**src/rtl/pc_gen.sv**
```systemverilog
// pc_gen: fetch address / fetch enable generator for the pipeline front end.
// Latency: one cycle from any redirect (flush, branch, BTB hit) to pc; outputs registered except the BTB prediction.
// Backpressure: stall[0] holds pc; flush overrides stall; a branch presented during stall is dropped.
//
// Ports:
//   clk, rst                  clock, synchronous active-low reset
//   stall[5:0]                ctrl stall vector (bit 0 only)
//   flush_i, new_pc_i         exception/flush redirect (highest priority)
//   branch_flag_i,
//   branch_target_address_i   id branch/jump redirect
//   upd_valid_i, upd_pc_i,
//   upd_target_i, upd_taken_i resolved-branch update of the BTB
//   pc, ce                    fetch address and fetch enable
//   pred_taken_o,
//   pred_target_o             BTB prediction for the current pc
//
// Optional feature: define PC_GEN_BTB_EN to build the direct-mapped branch
// target buffer. Without it the prediction outputs are tied to zero and the
// update port is ignored.

module pc_gen #(
  parameter int unsigned        ADDR_W       = 32,
  parameter logic [ADDR_W-1:0]  RESET_VECTOR = '0,
  parameter int unsigned        STEP         = 4,
  parameter int unsigned        BTB_DEPTH    = 8
) (
  input  logic              clk,
  input  logic              rst,
  input  logic [5:0]        stall,
  input  logic              flush_i,
  input  logic [ADDR_W-1:0] new_pc_i,
  input  logic              branch_flag_i,
  input  logic [ADDR_W-1:0] branch_target_address_i,
  input  logic              upd_valid_i,
  input  logic [ADDR_W-1:0] upd_pc_i,
  input  logic [ADDR_W-1:0] upd_target_i,
  input  logic              upd_taken_i,
  output logic [ADDR_W-1:0] pc,
  output logic              ce,
  output logic              pred_taken_o,
  output logic [ADDR_W-1:0] pred_target_o
);

  logic [ADDR_W-1:0] pc_q, pc_d;
  logic              ce_q;
  logic              btb_hit;
  logic [ADDR_W-1:0] btb_tgt;

`ifdef PC_GEN_BTB_EN
  localparam int IDX_W = $clog2(BTB_DEPTH);
  localparam int TAG_W = ADDR_W - IDX_W - 2;

  logic [BTB_DEPTH-1:0] vld_q;
  logic [TAG_W-1:0]     tag_q [BTB_DEPTH];
  logic [ADDR_W-1:0]    tgt_q [BTB_DEPTH];

  logic [IDX_W-1:0] lk_idx, up_idx;
  logic [TAG_W-1:0] lk_tag, up_tag;

  assign lk_idx = pc_q[IDX_W+1:2];
  assign lk_tag = pc_q[ADDR_W-1:IDX_W+2];
  assign up_idx = upd_pc_i[IDX_W+1:2];
  assign up_tag = upd_pc_i[ADDR_W-1:IDX_W+2];

  // Lookup reads the registered arrays, so an update at this edge is only
  // seen from the next cycle on.
  assign btb_hit = vld_q[lk_idx] && (tag_q[lk_idx] == lk_tag);
  assign btb_tgt = btb_hit ? tgt_q[lk_idx] : '0;

  always_ff @(posedge clk) begin
    if (!rst) begin
      vld_q <= '0;
    end else if (upd_valid_i) begin
      if (upd_taken_i) begin
        vld_q[up_idx] <= 1'b1;
      end else if (tag_q[up_idx] == up_tag) begin
        // Only drop the entry if it belongs to this branch; an aliasing
        // not-taken branch must not evict someone else's prediction.
        vld_q[up_idx] <= 1'b0;
      end
    end
  end

  // Tags and targets are qualified by vld_q, so they carry no reset.
  always_ff @(posedge clk) begin
    if (upd_valid_i && upd_taken_i) begin
      tag_q[up_idx] <= up_tag;
      tgt_q[up_idx] <= {upd_target_i[ADDR_W-1:1], 1'b0};
    end
  end

  logic unused_sigs;
  assign unused_sigs = ^{stall[5:1], new_pc_i[0], branch_target_address_i[0],
                         upd_pc_i[1:0], upd_target_i[0]};
`else
  assign btb_hit = 1'b0;
  assign btb_tgt = '0;

  logic        unused_sigs;
  logic [31:0] unused_depth;
  assign unused_sigs  = ^{stall[5:1], new_pc_i[0], branch_target_address_i[0],
                          upd_valid_i, upd_pc_i, upd_target_i, upd_taken_i};
  assign unused_depth = 32'(BTB_DEPTH);
`endif

  // Next-pc priority: disabled > flush > stall > branch > prediction > step.
  always_comb begin
    pc_d = pc_q;
    if (!ce_q) begin
      pc_d = RESET_VECTOR;
    end else if (flush_i) begin
      pc_d = {new_pc_i[ADDR_W-1:1], 1'b0};
    end else if (stall[0]) begin
      pc_d = pc_q;
    end else if (branch_flag_i) begin
      pc_d = {branch_target_address_i[ADDR_W-1:1], 1'b0};
    end else if (btb_hit) begin
      pc_d = btb_tgt;
    end else begin
      pc_d = pc_q + ADDR_W'(STEP);
    end
  end

  always_ff @(posedge clk) begin
    if (!rst) begin
      ce_q <= 1'b0;
      pc_q <= RESET_VECTOR;
    end else begin
      ce_q <= 1'b1;
      pc_q <= pc_d;
    end
  end

  assign pc            = pc_q;
  assign ce            = ce_q;
  assign pred_taken_o  = btb_hit;
  assign pred_target_o = btb_tgt;

endmodule

```
**config.mk**
```make
export PLATFORM = sky130hd
export DESIGN_NAME = pc_gen
export DESIGN_NICKNAME = d
export VERILOG_FILES = /design/src/rtl/pc_gen.sv
export SDC_FILE = /design/constraint.sdc
export NUM_CORES = 1
export LEC_CHECK = 0
export ABC_AREA = 1
export BUFFER_PORTS_ARGS = -buffer_cell sky130_fd_sc_hd__buf_2
export CAP_MARGIN = 5
export CORE_MARGIN = 2
export CORE_UTILIZATION = 40
export DETAILED_ROUTE_END_ITERATION = 10
export PLACE_DENSITY_LB_ADDON = 0.2
export SYNTH_ARGS = -nofsm -noshare
export SYNTH_HDL_FRONTEND = slang
export SYNTH_SLANG_ARGS = --single-unit
```
**constraint.sdc**
```tcl
create_clock -name clk -period 1.9 [get_ports clk]
set_clock_uncertainty 0.2 [all_clocks]
set_input_delay 0.19 -clock clk [delete_from_list [all_inputs] [get_ports clk]]
set_output_delay 0.19 -clock clk [all_outputs]
set_load 0.02 [all_outputs]
```
==> results.yml, run 1 <==
run_status:
  status: "complete, no violations"
timing:
  fmax_ghz: 0.539
  hold_viol: 0
  finalCriticalPeriod_ns: 1.86
  finalCritPeriodShare_pct: 97.7
  setup_violations: 0
  fin_hold_ws_ns: 0.0191
  tightest_slew_ns: 0.692
  slew_headroom_pct: 53.8
  slew_viol_final: 0
  finalSetupTns_ns: 0
yosys:
  synth_top_family_by_area: "simple AND/OR/NAND/NOR gates"
  syn_area_per_cell_um2: 5.63
  ys_seq_area_share_pct: 22.8
  syn_area_um2: 2900
  yosys.area_share.xor_xnor_pct: 2.11
  synth_cells: 515
  synth_cell_type_count: 28
  synth.area.mux_share_pct: 0
  yosysWarnings: 0
  synth_seq_cells: 33
  synth_fa_ha_area_share_pct: 0.431
  yosys.area_share.simple_pct: 42.5
  synth_compound_area_share_pct: 13.1
floorplanning:
  start_util_pct: 40.7
  io_pins: 206
  rows: 31
  die_w_um: 89.2
  core_um2: 7140
  die-area_um2: 7950
  die_height_um: 89.2
routing:
  antenna_left: 0
  wire_per_inst_um: 12.2
  drc: 0
  routed-via-count: 3376
  first_pass_iters: 4
  wl_um: 8830
  avgViaCountPerCell: 4.65
  drt_iter0_markers: 116
global_route:
  antenna_found_initial: 0
  grt_max_degree: 32
  grt_pass1_wl_um: 14100
  track_usage_pct: 22.5
  grt_pass1_vias: 3140
  grt-ovfl-total: 0
critical_path:
  crit_fanout: 31
  worstPathArrival_ns: 1.84
  critPathCaptureType: "flop"
  cp.required_ns: 1.88
  critPathLaunchType: "input port"
  critPathKind: "input port to flop"
final_layout:
  fin_nets: 767
  area_delta_synth_final_pct: 27.1
  multi_input_area_um2: 1830
  seq_area_um2: 663
  drive_above_1_share_pct: 24.4
  nFillCells: 794
  diodes: 0
flow_run:
  drv_cap: 0
clock_network:
  clock_sinks: 33
  clkLatencyLatePin_ns: 0.29
  htreeDepth: 2
  clk_pin_slew_worst_paths_ns: 0.08
  cts_tree: "done"
  clockBufferDepth: 2
  clockRootBuffer: "clkbuf_8"
  numCtsBuffers: 5
power_and_ir_drop:
  max-vdd-ir-drop_mv: 0.269
  total_leakage_power_nw: 1.72
  p_total_w: 0.00191
  powerDensity_nw_per_um2: 518
hold_path:
  hold_path.class: "input port to flop"
placement:
  routabilityCongestion: 0.895
  hpwl_um: 6700
  portBuffers: 99
[cell usage in the layout (no fill, tap or decap), types with 2 or more instances in the layout]
master	synthesis	layout
nand2_2	3	4
buf_4	33	13
inv_1	57	57
nand2_1	136	135
dlygate4sd3_1	0	10
clkbuf_8	0	6
nand2_4	2	2
a21oi_2	2	2
nand3_1	36	35
a31oi_1	8	8
dfxtp_1	33	31
inv_2	3	3
o21ai_0	35	34
xor2_1	6	6
buf_2	5	99
dfxtp_2	0	2
o21ai_1	2	3
a21oi_1	22	22
nor2_4	5	5
conb_1	1	33
nor2_1	98	95
nor2_2	7	10
[state kept, by name, summed over array words and instances (netlist names)]
| register | cells |
|---|---|
| ce | 1 |
| pc | 32 |
[stage by stage]
stage,std cells,area (µm²),worst slack (ns),util (%)
after floorplan,547,3020,0.0961,-
after global placement,706,3430,0.114,48.0
after detailed placement,706,3430,0.0585,48.0
after CTS,724,3650,0.0118,51.1
after global routing,726,3690,-0.0112,51.7
final,726,3690,0.0438,51.7
[cell type report]
type	instances	share of cell area, %
clock inverters	2	1.02
multi-input cells	402	49.6
inverters	60	6.11
repair buffers	124	19.7
clock buffers	6	2.24
well taps	99	3.36
flip-flops and latches	33	18.0
[path summary, 6_finish.rpt]
check / startpoint / to / slack (ns) / cells after the start
max reg2reg: pc[2]$_SDFFE_PN0P_ / pc[30]$_SDFFE_PN0P_ / 0.12 / 10
max: rst / pc[2]$_SDFFE_PN0P_ / 0.04 / 6
min: new_pc_i[17] / pc[17]$_SDFFE_PN0P_ / 0.02 / 5
min reg2reg: ce$_DFF_P_ / pc[1]$_SDFFE_PN0P_ / 0.28 / 2
[where the power goes]
part	internal [W]	switching [W]	total, W
Combinational	0.000166	0.000277	0.000443
Clock	0.000427	0.000290	0.000717
Sequential	0.000719	0.0000328	0.000752
Total	0.00131	0.000600	0.00191
[cell usage after synthesis]
cell type	n	area share (%)
a21oi_2	2	0.60
nand2_4	2	0.78
buf_2	5	0.86
clkbuf_1	13	1.7
nor2_2	7	1.5
ha_1	1	0.43
dfxtp_1	33	23
buf_4	33	8.5
a31oi_1	8	1.7
inv_1	57	7.4
nor2_8	1	0.69
nor2_4	5	1.9
o21ai_0	35	6.0
o211ai_1	1	0.26
nand3_1	36	6.2
buf_1	1	0.13
o21ai_1	2	0.34
xor2_1	6	1.8
nand4_1	1	0.22
a22o_1	1	0.30
xnor2_1	1	0.30
a21oi_1	22	3.8
nand2_2	3	0.65
conb_1	1	0.13
nor3b_1	1	0.26
nand2_1	136	18
nor2_1	98	13
inv_2	3	0.39
[metal layers]
| metal | vias up | wire, µm | global-route usage [%] | part of all wire, % |
|---|---|---|---|---|
| li1 | 1751 | - | - | - |
| met1 | 1506 | 3930 | 28.2 | 44 |
| met2 | 109 | 4360 | 40.2 | 49 |
| met3 | 10 | 427 | 3.42 | 4.8 |
| met4 | 0 | 118 | 5.83 | 1.3 |
| met5 | - | 0 | 0 | 0 |
[repair_timing]
action	CTS	global route
setup buffers	0	2
gates resized for setup	0	11
hold buffers	10	0
endpoints found under the hold margin	10	0
endpoints found under the setup margin	0	11
[logic make-up (layout without fill, tap and decap cells)]
family	after synthesis	after routing
AOI/OAI and AO/OA	71	71
adders and majority gates	1	1
buffers and inverters	112	192
DFF	33	33
other	1	33
xor gates and xnor gates	7	7
and+or+nand+nor	290	290
[critical path: stages]
cell	delay (ns)
dlygate4sd3_1	0.54
buf_2	0.13
nand2_1	0.09
buf_8	0.24
a31oi_1	0.08
dlygate4sd3_1	0.57
Note: power is estimated with default switching activity, not from simulation.
==> inputs of run 2 (changes only) <==
Settings changed: ABC_AREA 1 to default, CORE_ASPECT_RATIO from default to 0.8, PLACE_DENSITY from default to 0.79, PLACE_DENSITY_LB_ADDON 0.2 to default.
==> run 2 against run 1 <==
- the run now ends with setup timing left
- global-route usage increased by 1.6 points
- non-clock buffer count rose by 47
- sequential power about the same
- synthesized cell count down 27%
- setup slack got worse by 0.21 ns
- first-iteration DRC count increased by 130%
- critical path type is now flop to flop
- largest power group unchanged
==> results.yml, run 2 <==
critical_path:
  slowest_stage: "or4_4"
  critPathLaunchType: "flop"
  crit_family: "simple AND/OR/NAND/NOR gates"
  critPathKind: "flop to flop"
  crit_fanout: 7
  cp_cell_sequence: "ha_4 > nand3_4 > or4_4 > o311a_1 > a211o_1"
  worstPathArrival_ns: 2.06
  critPathMaxStageDelay_ns: 0.60
  critPathCaptureType: "flop"
  cp.required_ns: 1.89
  ff2ff_setup_slack_ns: -0.17
  critPathBufInv: 0
floorplanning:
  core_um2: 6820
  die_height_um: 78.9
  start_util_pct: 41.1
  io_pins: 206
  die-area_um2: 7710
  rows: 27
  die_w_um: 97.7
timing:
  fmax_ghz: 0.484
  slew_viol_final: 0
  tightest_slew_ns: 0.563
  setup_ws_ns: -0.168
  setup_violations: 7
  finalSetupTns_ns: -0.578
  grt_setup_unrepaired: "yes"
  finalCriticalPeriod_ns: 2.07
  hold_viol: 0
  finalCritPeriodShare_pct: 109
  slew_headroom_pct: 62.4
yosys:
  synth_edf_count: 0
  yosysWarnings: 0
  synth_seq_cells: 33
  synth_area_leaders: "dfxtp_1 24%, buf_4 8.8%, nand2_1 4.4%, o21ai_0 3.7%, clkbuf_1 3.5%"
  synth_cell_type_count: 63
  ys_top_cells_by_count: "33 x buf_4, 33 x dfxtp_1, 33 x nand2_1, 26 x clkbuf_1, 21 x o21ai_0"
  synth_cells: 376
  syn_area_per_cell_um2: 7.46
  syn_area_um2: 2810
  ys.flop_type: "dfxtp_1"
  ys_seq_area_share_pct: 23.5
  yosysTopAreaCellShare_pct: 23.5
  synth_area_leader_cell: "dfxtp_1"
  async_reset_ff_share_pct: 0
placement:
  routabilityCongestion: 0.925
  placed_area_um2: 3630
  dp_cells: 583
  hpwl_um: 7240
  portBuffers: 99
  pre_cts_ws_ns: -0.120
final_layout:
  largest_reg_flops: 32
  final_cell_mix: "99 x buf_2, 55 x buf_4, 33 x nand2_1, 33 x conb_1, 20 x o21ai_0"
  final_common_cell: "buf_2"
  area_delta_synth_final_pct: 45.0
  fin_cells: 611
  diodes: 0
  drive_above_1_share_pct: 38.5
  final_util_pct: 59.6
  nFillCells: 609
  finalInstanceArea_um2: 4070
  fin_nets: 664
clock_network:
  clockRootBuffer: "clkbuf_8"
  htreeDepth: 2
  cts_tree: "done"
  clockBufferDepth: 2
  clock_sinks: 33
  clk_pin_slew_worst_paths_ns: 0.08
  clkLatencyLatePin_ns: 0.30
  numCtsBuffers: 5
hold_path:
  hold_path.class: "input port to flop"
run_status:
  status: "finished with violations"
  violations: "setup timing"
power_and_ir_drop:
  max-vdd-ir-drop_mv: 0.456
  powerDensity_nw_per_um2: 495
  total_leakage_power_nw: 1.81
routing:
  wl_um: 10200
  drc: 0
  wire_per_inst_um: 16.6
  drt_iter0_markers: 265
  routed-via-count: 3544
  antenna_left: 0
  avgViaCountPerCell: 5.80
  first_pass_iters: 5
global_route:
  grt-ovfl-total: 0
  grt_pass1_wl_um: 15200
  track_usage_pct: 24.1
  grt_pass1_vias: 3226
  grt_max_degree: 35
  antenna_found_initial: 0
flow_run:
  drv_cap: 0
## run 2: cells by family (layout without fill, tap and decap cells)
| family | Yosys count | count (layout) | synth area share (%) |
|---|---|---|---|
| compound gates | 104 | 104 | 26.9 |
| mux | 3 | 3 | 1.07 |
| other cells | 1 | 33 | 0.134 |
| fa+ha+maj | 1 | 1 | 0.446 |
| flops | 33 | 33 | 23.5 |
| buf+inv | 76 | 192 | 14.9 |
| simple gates | 153 | 153 | 31.4 |
| xor+xnor | 5 | 5 | 1.56 |
## run 2: cell type report
cell class / instances / area (µm²) / area share (%)
clock buffer: 7 / 86.3 / 2.12
clock inverter: 1 / 30.0 / 0.738
timing repair buffer: 171 / 1080 / 26.5
tap: 87 / 109 / 2.67
inverter: 13 / 48.8 / 1.20
multi-input combinational: 299 / 2010 / 49.4
sequential: 33 / 706 / 17.3
## run 2: report_power, final
| group | internal (W) | total (W) | switching (W) |
|---|---|---|---|
| Clock | 0.000428 | 0.000716 | 0.000288 |
| Combinational | 0.000228 | 0.000549 | 0.000321 |
| Sequential | 0.000717 | 0.000749 | 0.0000324 |
| Total | 0.00137 | 0.00201 | 0.000641 |
## run 2: what timing repair did
item | CTS | global route
buffers inserted | 2 | 2
resized for setup | 3 | 20
pin swaps | 1 | 15
cloned | 0 | 0
hold buffers | 17 | 0
endpoints found under the hold margin | 15 | 0
setup endpoints to repair | 8 | 11
## run 2: final timing paths
check | from | to | cells after the start
max | pc[3]$_SDFFE_PN0P_ | pc[28]$_SDFFE_PN0P_ | 5
max reg2reg | pc[3]$_SDFFE_PN0P_ | pc[28]$_SDFFE_PN0P_ | 5
min reg2reg | pc[0]$_SDFFE_PP0N_ | pc[0]$_SDFFE_PP0N_ | 1
min | new_pc_i[7] | pc[7]$_SDFFE_PN0P_ | 3
## run 2: per-stage QoR
| stage | hold WS (ns) | power (W) |
|---|---|---|
| final | 0.000764 | 0.00201 |
| after detailed placement | 0.228 | 0.00127 |
| after global placement | 0.221 | 0.00125 |
| after CTS | 0.00431 | 0.00199 |
| after global routing | 0.0130 | 0.00209 |
| after floorplan | 0.0177 | 0.00111 |
## run 2: per-layer routing
metal	global-route usage, %	part of all wire (%)	vias up
li1	-	-	1669
met1	31.3	42	1657
met5	0	0	-
met3	5.28	8.9	33
met4	7.22	2.7	0
met2	40.6	46	185
## run 2: tightest hold or removal path: stages
cell and delay (ns):
buf_2 0.07, o21ai_0 0.07, a21oi_1 0.12
